**src/rtl/prog_loader.sv**
```systemverilog
// Framed byte-stream loader: assembles 16-bit words into instruction memory from address 0,
// verifies an XOR checksum, and releases the CPU reset only after a good image.
module prog_loader #(
  parameter int ADDR_W = 9
) (
  input  logic              clk,
  input  logic              rst,
  input  logic              start,
  input  logic              in_valid,
  input  logic [7:0]        in_data,
  output logic              in_ready,
  output logic              mem_we,
  output logic [ADDR_W-1:0] mem_addr,
  output logic [15:0]       mem_wdata,
  output logic              cpu_rst_b,
  output logic              done,
  output logic              error,
  output logic [ADDR_W:0]   words_loaded
);

  typedef enum logic [2:0] {
    S_IDLE, S_LEN_HI, S_LEN_LO, S_DATA_HI, S_DATA_LO, S_CHECK, S_DONE, S_ERROR
  } state_t;

  localparam logic [16:0] CAP = 17'(1) << ADDR_W;

  state_t              state_q, state_d;
  logic                in_ready_q, in_ready_d;
  logic                mem_we_q, mem_we_d;
  logic [ADDR_W-1:0]   mem_addr_q, mem_addr_d;
  logic [15:0]         mem_wdata_q, mem_wdata_d;
  logic                cpu_rst_b_q, cpu_rst_b_d;
  logic                done_q, done_d;
  logic                error_q, error_d;
  logic [ADDR_W:0]     words_loaded_q, words_loaded_d;
  logic [7:0]          len_hi_q, len_hi_d;
  logic [ADDR_W:0]     len_q, len_d;
  logic [7:0]          data_hi_q, data_hi_d;
  logic [7:0]          csum_q, csum_d;

  logic                xfer;
  logic [16:0]         n_full;
  logic [ADDR_W:0]     wl_inc;

  always_comb begin
    state_d        = state_q;
    in_ready_d     = in_ready_q;
    mem_we_d       = 1'b0;
    mem_addr_d     = mem_addr_q;
    mem_wdata_d    = mem_wdata_q;
    cpu_rst_b_d    = cpu_rst_b_q;
    done_d         = done_q;
    error_d        = error_q;
    words_loaded_d = words_loaded_q;
    len_hi_d       = len_hi_q;
    len_d          = len_q;
    data_hi_d      = data_hi_q;
    csum_d         = csum_q;

    xfer   = in_valid & in_ready_q;
    n_full = {1'b0, len_hi_q, in_data};
    wl_inc = words_loaded_q + {{ADDR_W{1'b0}}, 1'b1};

    case (state_q)
      S_IDLE: begin
        if (xfer && in_data == 8'hA5) begin
          state_d        = S_LEN_HI;
          words_loaded_d = '0;
          csum_d         = '0;
          done_d         = 1'b0;
          error_d        = 1'b0;
        end
      end
      S_LEN_HI: begin
        if (xfer) begin
          len_hi_d = in_data;
          state_d  = S_LEN_LO;
        end
      end
      S_LEN_LO: begin
        if (xfer) begin
          len_d = n_full[ADDR_W:0];
          if (n_full > CAP) begin
            state_d    = S_ERROR;
            error_d    = 1'b1;
            in_ready_d = 1'b0;
          end else if (n_full == 17'd0) begin
            state_d = S_CHECK;
          end else begin
            state_d = S_DATA_HI;
          end
        end
      end
      S_DATA_HI: begin
        if (xfer) begin
          data_hi_d = in_data;
          csum_d    = csum_q ^ in_data;
          state_d   = S_DATA_LO;
        end
      end
      S_DATA_LO: begin
        if (xfer) begin
          csum_d         = csum_q ^ in_data;
          mem_we_d       = 1'b1;
          mem_addr_d     = words_loaded_q[ADDR_W-1:0];
          mem_wdata_d    = {data_hi_q, in_data};
          words_loaded_d = wl_inc;
          state_d        = (wl_inc == len_q) ? S_CHECK : S_DATA_HI;
        end
      end
      S_CHECK: begin
        if (xfer) begin
          in_ready_d = 1'b0;
          if (in_data == csum_q) begin
            state_d     = S_DONE;
            done_d      = 1'b1;
            cpu_rst_b_d = 1'b1;
          end else begin
            state_d = S_ERROR;
            error_d = 1'b1;
          end
        end
      end
      S_DONE, S_ERROR: begin
        // done/error stay visible until the next header byte starts a new frame
        if (start) begin
          state_d     = S_IDLE;
          cpu_rst_b_d = 1'b0;
          in_ready_d  = 1'b1;
        end
      end
      default: state_d = S_IDLE;
    endcase
  end

  always_ff @(posedge clk) begin
    if (rst) begin
      state_q        <= S_IDLE;
      in_ready_q     <= 1'b1;
      mem_we_q       <= 1'b0;
      mem_addr_q     <= '0;
      mem_wdata_q    <= '0;
      cpu_rst_b_q    <= 1'b0;
      done_q         <= 1'b0;
      error_q        <= 1'b0;
      words_loaded_q <= '0;
    end else begin
      state_q        <= state_d;
      in_ready_q     <= in_ready_d;
      mem_we_q       <= mem_we_d;
      mem_addr_q     <= mem_addr_d;
      mem_wdata_q    <= mem_wdata_d;
      cpu_rst_b_q    <= cpu_rst_b_d;
      done_q         <= done_d;
      error_q        <= error_d;
      words_loaded_q <= words_loaded_d;
    end
  end

  // Datapath holding registers are always initialised on the path that uses them.
  always_ff @(posedge clk) begin
    len_hi_q  <= len_hi_d;
    len_q     <= len_d;
    data_hi_q <= data_hi_d;
    csum_q    <= csum_d;
  end

  assign in_ready     = in_ready_q;
  assign mem_we       = mem_we_q;
  assign mem_addr     = mem_addr_q;
  assign mem_wdata    = mem_wdata_q;
  assign cpu_rst_b    = cpu_rst_b_q;
  assign done         = done_q;
  assign error        = error_q;
  assign words_loaded = words_loaded_q;

endmodule

```
**config.mk**
```make
export PLATFORM = sky130hd
export DESIGN_NAME = prog_loader
export DESIGN_NICKNAME = d
export VERILOG_FILES = /design/src/rtl/prog_loader.sv
export SDC_FILE = /design/constraint.sdc
export NUM_CORES = 1
export LEC_CHECK = 0
export ABC_CLOCK_PERIOD_IN_PS = 3760
export CORE_ASPECT_RATIO = 1.25
export CORE_MARGIN = 1
export CORE_UTILIZATION = 47
export DETAILED_ROUTE_END_ITERATION = 10
export PLACE_DENSITY = 0.75
export SETUP_SLACK_MARGIN = 0.02
export SYNTH_ARGS = -nofsm -noshare
export SYNTH_HDL_FRONTEND = slang
export SYNTH_SLANG_ARGS = --single-unit
```
**constraint.sdc**
```tcl
create_clock -name clk -period 3.76 [get_ports clk]
set_clock_uncertainty 0.15 [all_clocks]
set_input_delay 0.94 -clock clk [delete_from_list [all_inputs] [get_ports clk]]
set_output_delay 0.94 -clock clk [all_outputs]
set_load 0.1 [all_outputs]
```
==> flow_summary_export.csv, run 1 <==
group,metric,value,unit
run_status,status,"finished clean",
worst_setup_path,critical_path_class,"input pin to flop",
pwr,sequentialPowerShare,58.0,%
place,detailed_place_hpwl,5344,µm
sta,hold_viol,0,
worst_setup_path,reg2reg_slack,1.38,ns
job,max_cap_viol_count,0,
pwr,p_clk_share,38.9,%
clocking,tritoncts,"built",
logic_synthesis,ys_types,45,
place,gp_congestion,0.9101,
sta,worst_slew_pin_slew,0.9602,ns
clocking,cts-resized-gates,0,
logic_synthesis,synth_warnings,0,
cells_and_area,area_delta_synth_final,21.21,%
clocking,root_buffer,"clkbuf_8",
logic_synthesis,yosys_register_bits,77,
routing,drt_first_pass_iters,5,
clocking,cts.path.max_buffers,2,
worst_hold_path,hp-start,"mem_addr[2]$_SDFFE_PP0P_",
logic_synthesis,syn_nets,366,
worst_setup_path,crit_family,"simple AND/OR/NAND/NOR gates",
place,port_buffers,51,
clocking,cts_setup_buffers,0,
worst_setup_path,r2r_cells,7,
worst_hold_path,hold_end,"mem_addr[2]$_SDFFE_PP0P_",
floorplan,die_width,77.18,µm
clocking,cts_hold_buf,0,
sta,setup-violations-final,0,
worst_setup_path,crit_buf_inv,1,
clocking,cts.reportedPaths.clkPinSlew,0.08,ns
clocking,htree_levels,3,
routing,first_iter_violations,220,
routing,antenna_left,0,
cells_and_area,drive_gt1_share,16.91,%
pwr,switching_share,24.11,%
cells_and_area,diodes,0,
worst_hold_path,min_path_type,"flop to flop",
worst_setup_path,cp.required,3.85,ns
pwr,power.internal,1.138,mW
logic_synthesis,netlist_area,3321,µm²
routing,via_count,2791,
sta,rsz0062_at_grt,"false",
sta,finalMaxSlewViolations,0,
logic_synthesis,synth_top_flop_cell,"dfxtp_1",
worst_setup_path,r2r-end,"state_q[2]$_SDFFE_PP0P_",
routing,wl,7751,µm
clocking,cts_buffers,9,
routing,wire_per_inst,15.66,µm
floorplan,pin_count,52,
pwr,peakVddDrop,0.0002448,V
logic_synthesis,synth-edff-count,34,
worst_setup_path,path_cells,"clkdlybuf4s50_1 > or4_1 > or3_4 > xnor2_1 > o311a_1 > o41a_1",
cells_and_area,layout.nets,416,
clocking,cts_sinks,77,
clocking,insertion_delay,0.36,ns
worst_setup_path,crit_fanout,7,
logic_synthesis,ys_async_sr_fraction,0,%
worst_hold_path,worstHoldPathCells,2,
pwr,p_per_area,372.5,nW/µm²
sta,finalCriticalPeriod,3.143,ns
cells_and_area,fill_cells,621,
worst_setup_path,arrival,3.24,ns
logic_synthesis,syn_avg_cell_area,9.407,µm²
floorplan,num_rows,33,
grt,grt_overflow,0,
routing,drc,0,
sta,fmax,318.2,MHz
worst_setup_path,crit_path_top_delay_cell,"or4_1",
pwr,power,1.499,mW
pwr,power_leakage,1.387,nW
grt,grt_pass1_wl,12370,µm
worst_setup_path,start_kind,"input pin",
worst_setup_path,rr_startpoint,"words_loaded[0]$_SDFFE_PP0P_",
sta,slew_headroom,35.79,%
logic_synthesis,ys_seq_area_share,56.67,%
floorplan,fp.dieH,95.98,µm
floorplan,core,6689,µm²
worst_setup_path,critPathMaxStageDelay,0.58,ns
grt,grt_max_degree,44,
pwr,p_comb_share,3.1,%
sta,finalSetupTns,0,ns
sta,period_share,83.58,%
logic_synthesis,synth_cells,353,
floorplan,initial_core_util,49.64,%
pwr,p_sw,0.3614,mW
floorplan,dieArea,7407,µm²
grt,first_global_vias,2521,
grt,grt_usage,22.08,%
worst_setup_path,critPathCaptureType,"flop",
routing,avgViaCountPerCell,5.638,
grt,antenna_found_initial,0,
-- routing by layer --
layer / global-route usage (%) / vias to the layer above / routed length [µm]
met1: 27.90 / 1318 / 3298
met2: 35.69 / 107 / 3854
met4: 11.16 / 0 / 169
li1: - / 1347 / -
met3: 5.024 / 19 / 429
met5: 0 / - / 0
-- cell usage after synthesis (all sizes together) (2+ instances only) --
cell type / instances / area [µm²]
nor3: 9 / 50.05
o21ai: 10 / 50.05
nand2: 65 / 244.0
and3: 3 / 18.77
or3: 4 / 30.03
dfxtp: 43 / 860.8
edfxtp: 34 / 1021
nand3b: 3 / 22.52
a22oi: 2 / 15.01
and4: 2 / 17.52
inv: 4 / 15.01
o211ai: 3 / 22.52
a31oi: 2 / 12.51
buf: 2 / 8.750
o311a: 2 / 20.02
xor2: 4 / 35.03
clkbuf: 21 / 78.83
nand3: 9 / 45.04
nor2: 37 / 138.9
nand2b: 2 / 12.51
and2: 4 / 25.02
nor4: 2 / 12.51
xnor2: 15 / 131.4
a211oi: 4 / 30.03
nand4: 6 / 37.54
or4: 2 / 18.77
a21oi: 45 / 225.2
-- area by class of cell --
class                           count  area, µm²  share of cell area (%)
Multi-Input combinational cell    249       1339                   33.26
Timing Repair Buffer               62      500.5                   12.43
Inverter                            4      15.01                  0.3730
Sequential cell                    77       1882                   46.75
Clock buffer                        9      123.9                   3.077
Clock inverter                      7      56.30                   1.399
Tap cell                           87      108.9                   2.704
-- registers in the layout, indices dropped and copies added (netlist names) --
register      count
len_hi_q          8
done              1
mem_wdata        16
mem_we            1
words_loaded     10
data_hi_q         8
error             1
csum_q            8
mem_addr          9
len_q            10
cpu_rst_b         1
state_q           3
in_ready          1
-- worst max path at each step --
| stage | start | endpoint | cells after the start |
|---|---|---|---|
| 2_1_floorplan | in_data[6] | state_q[2]$_SDFFE_PP0P_ | 5 |
| 3_3_place_gp | in_data[6] | state_q[2]$_SDFFE_PP0P_ | 6 |
| 3_5_place_dp | in_data[0] | state_q[2]$_SDFFE_PP0P_ | 6 |
| 4_1_cts | in_data[0] | state_q[2]$_SDFFE_PP0P_ | 6 |
| 5_1_grt | in_data[0] | state_q[2]$_SDFFE_PP0P_ | 6 |
| 6_report | in_data[0] | state_q[2]$_SDFFE_PP0P_ | 6 |
-- cells by family (layout without fill, tap and decap cells) --
logic type / Yosys count / after routing / synth area share [%]
and+or+nand+nor: 152 / 152 / 21.18
AOI/OAI and AO/OA: 77 / 77 / 13.68
DFF: 77 / 77 / 56.67
buffers and inverters: 27 / 82 / 3.089
xor gates and xnor gates: 19 / 19 / 5.011
adders and majority gates: 1 / 1 / 0.3767
-- cells in the final DEF (no fill, tap or decap), types with 4 or more instances in the layout --
cell             netlist  final
nand2_1               65     65
buf_4                  0     48
o21ai_0               10     10
clkdlybuf4s50_1        0     14
and2_1                 4      4
nand3_1                9      9
a21oi_1               45     45
xor2_1                 4      4
inv_1                  4      4
clkbuf_8               0      9
a211oi_1               4      4
nor2_1                37     36
nor3_1                 8      8
edfxtp_1              34     34
nand4_1                6      6
dfxtp_1               43     43
xnor2_1               15     15
-- metrics by stage --
| step | instances | util [%] | area (µm²) | hold slack (ns) | worst slack (ns) |
|---|---|---|---|---|---|
| after floorplan | 353 | - | 3321 | 0.2779 | 0.8846 |
| after global placement | 479 | 57.48 | 3845 | 0.2903 | 0.3431 |
| after detailed placement | 479 | 57.48 | 3845 | 0.2975 | 0.2730 |
| after CTS | 495 | 60.18 | 4025 | 0.3085 | 0.6529 |
| after global routing | 495 | 60.18 | 4025 | 0.3194 | 0.5986 |
| final | 495 | 60.18 | 4025 | 0.3050 | 0.6172 |
-- power by group through the flow --
stage	clock, mW	sequential, mW	combinational (mW)
5_1_grt	0.629	0.869	0.0497
6_report	0.583	0.869	0.0465
4_1_cts	0.591	0.869	0.0464
3_3_place_gp	0	0.889	0.0461
2_1_floorplan	0	0.889	0.0158
3_5_place_dp	0	0.889	0.0462
-- worst register-to-register path, cell delays in order, from the launching register on --
cell and delay, ns:
dfxtp_1 0.51, ha_1 0.35, and3_1 0.24, nand3_1 0.16, xnor2_1 0.22, a211oi_1 0.08
o211a_1 0.16, o41a_1 0.41
Power figures use the tool's default switching activity.
==> inputs of run 2 (changes only) <==
--- a/config.mk
+++ b/config.mk
@@ -5,7 +5,7 @@
 export SDC_FILE = /design/constraint.sdc
 export NUM_CORES = 1
 export LEC_CHECK = 0
-export ABC_CLOCK_PERIOD_IN_PS = 3760
+export ABC_CLOCK_PERIOD_IN_PS = 3100
 export CORE_ASPECT_RATIO = 1.25
 export CORE_MARGIN = 1
 export CORE_UTILIZATION = 47
==> constraint.sdc (replaced) <==
create_clock -name clk -period 3.1 [get_ports clk]
set_clock_uncertainty 0.15 [all_clocks]
set_input_delay 0.775 -clock clk [delete_from_list [all_inputs] [get_ports clk]]
set_output_delay 0.775 -clock clk [all_outputs]
set_load 0.1 [all_outputs]
==> run 2 against run 1 <==
Against the previous run:
- critical path depth stayed put
- final area increased by 1.8%
- cell count increased by 1.0%
- via count down 1.6%
- die area is the same
- register-to-register slack lost 0.67 ns
- clock-buffer cell count grew 3
- global-route usage shrank 0.95 points
- hold slack gained 0.00089 ns
- wire length is 5.4% lower
- total power increased by 28%
- critical path type unchanged
- critical endpoint unchanged
==> flow_summary_export.csv, run 2 (synthesis gave the netlist of run 1 again) <==
group,metric,value,unit
grt,grt_overflow,0,
routing,first_iter_violations,162,
sta,finalCriticalPeriod,2.918,ns
pwr,peakVddDrop,0.0003235,V
sta,holdWs,0.3059,ns
clocking,htree_levels,3,
worst_setup_path,rr_startpoint,"words_loaded[0]$_SDFFE_PP0P_",
worst_setup_path,crit_fanout,3,
worst_setup_path,crit_family,"simple AND/OR/NAND/NOR gates",
cells_and_area,layout.nets,421,
routing,drt_first_pass_iters,4,
clocking,cts.path.max_buffers,2,
worst_setup_path,crit_buf_inv,1,
place,dpl_cell_area,3875,µm²
grt,first_global_vias,2516,
routing,wl,7336,µm
routing,antenna_left,0,
run_status,status,"finished clean",
place,pre_cts_ws,-0.1878,ns
pwr,p_per_area,469.9,nW/µm²
grt,antenna_found_initial,0,
sta,fmax,342.7,MHz
clocking,cts.reportedPaths.clkPinSlew,0.08,ns
cells_and_area,largest_register_ffs,16,
floorplan,core,6689,µm²
clocking,cts_sinks,77,
cells_and_area,layout_commonest_cell,"nand2_1",
sta,period_share,94.12,%
sta,rsz0062_at_grt,"false",
place,gp_congestion,0.8517,
floorplan,initial_core_util,49.64,%
cells_and_area,fill_cells,579,
cells_and_area,drive_gt1_share,18.40,%
worst_setup_path,start_kind,"input pin",
cells_and_area,layout_common_cells,"nand2_1 (65), buf_4 (56), a21oi_1 (45), dfxtp_1 (43), nor2_1 (36)",
sta,slew_headroom,64.81,%
worst_setup_path,path_cells,"clkdlybuf4s50_1 > or4_4 > or3_4 > xnor2_1 > o311a_1 > o41a_1",
sta,setup_slack,0.1824,ns
cells_and_area,diodes,0,
pwr,power_leakage,1.432,nW
clocking,cts_buffers,9,
grt,grt_pass1_wl,11960,µm
clocking,cts_setup_buffers,0,
floorplan,fp.dieH,95.98,µm
sta,setup-violations-final,0,
floorplan,die_width,77.18,µm
sta,hold_viol,0,
cells_and_area,area_delta_synth_final,23.36,%
job,max_cap_viol_count,0,
clocking,cts_hold_buf,0,
routing,avgViaCountPerCell,5.492,
worst_setup_path,critPathCaptureType,"flop",
place,detailed_place_hpwl,5181,µm
clocking,root_buffer,"clkbuf_8",
worst_setup_path,critical_path_class,"input pin to flop",
grt,grt_usage,21.13,%
routing,via_count,2746,
clocking,insertion_delay,0.36,ns
worst_hold_path,hp-start,"mem_wdata[15]$_SDFFE_PP0P_",
worst_setup_path,arrival,3.00,ns
cells_and_area,final_cells,500,
cells_and_area,stdcell_area,4096,µm²
worst_setup_path,critPathLaunch,"in_data[6]",
worst_hold_path,min_path_type,"flop to flop",
worst_setup_path,critPathMaxStageDelay,0.56,ns
grt,grt_max_degree,44,
sta,worst_slew_pin_slew,0.5145,ns
floorplan,pin_count,52,
clocking,cts-resized-gates,0,
worst_setup_path,crit_path_top_delay_cell,"or4_4",
floorplan,num_rows,33,
clocking,tritoncts,"built",
floorplan,dieArea,7407,µm²
worst_setup_path,cp.required,3.19,ns
sta,finalMaxSlewViolations,0,
place,port_buffers,51,
routing,wire_per_inst,14.67,µm
routing,drc,0,
place,dp_cells,484,
run 2: worst paths after layout:
| check | endpoint | slack (ns) | depth (start not counted) |
|---|---|---|---|
| max | state_q[2]$_SDFFE_PP0P_ | 0.18 | 6 |
| min | mem_wdata[15]$_SDFFE_PP0P_ | 0.31 | 2 |
| max reg2reg | state_q[2]$_SDFFE_PP0P_ | 0.71 | 7 |
| min reg2reg | mem_wdata[15]$_SDFFE_PP0P_ | 0.31 | 2 |
run 2: cell type report:
class	count	area, µm²	share of cell area, %
clock buffers	12	166.4	4.062
clock inverters	4	55.05	1.344
inverters	4	15.01	0.3665
multi-input cells	249	1339	32.68
flip-flops and latches	77	1882	45.94
well taps	87	108.9	2.657
repair buffers	67	530.5	12.95
run 2: power by group:
part | total, mW | internal [mW] | switching [mW]
Clock | 0.812 | 0.446 | 0.366
Combinational | 0.0580 | 0.0257 | 0.0323
Sequential | 1.05 | 1.05 | 0.000109
run 2: stage by stage:
step                power (mW)  TNS (ns)  utilization (%)
finish                   1.925         0            61.24
global route             1.978         0            61.24
CTS                      1.938         0            61.24
detailed placement       1.136   -0.2193            57.93
global placement         1.136   -0.1538            57.93
floorplan                1.097         0                -
run 2: worst register-to-register path, delay by kind of cell (launching register included):
| family | cells | cell delay, ns |
|---|---|---|
| DFF | 1 | 0.51 |
| adders and majority gates | 1 | 0.37 |
| xor gates and xnor gates | 1 | 0.22 |
| and+or+nand+nor | 2 | 0.40 |
| AOI/OAI and AO/OA | 3 | 0.65 |
run 2: per-layer routing:
metal / vias to the layer above / GRT usage (%) / part of all wire (%)
met1: 1305 / 25.61 / 42
met4: 0 / 9.119 / 2.6
met2: 75 / 36.65 / 51
li1: 1353 / - / -
met3: 13 / 4.265 / 4.2
met5: - / 0 / 0
==> inputs of run 3 (changes only) <==
--- a/config.mk
+++ b/config.mk
@@ -6,6 +6,7 @@
 export NUM_CORES = 1
 export LEC_CHECK = 0
 export ABC_CLOCK_PERIOD_IN_PS = 3100
+export CAP_MARGIN = 20
 export CORE_ASPECT_RATIO = 1.25
 export CORE_MARGIN = 1
 export CORE_UTILIZATION = 47
@@ -15,3 +16,4 @@
 export SYNTH_ARGS = -nofsm -noshare
 export SYNTH_HDL_FRONTEND = slang
 export SYNTH_SLANG_ARGS = --single-unit
+export TNS_END_PERCENT = 1
==> results of run 3 <==
Final layout, timing and power as in run 2 (identical DEF).
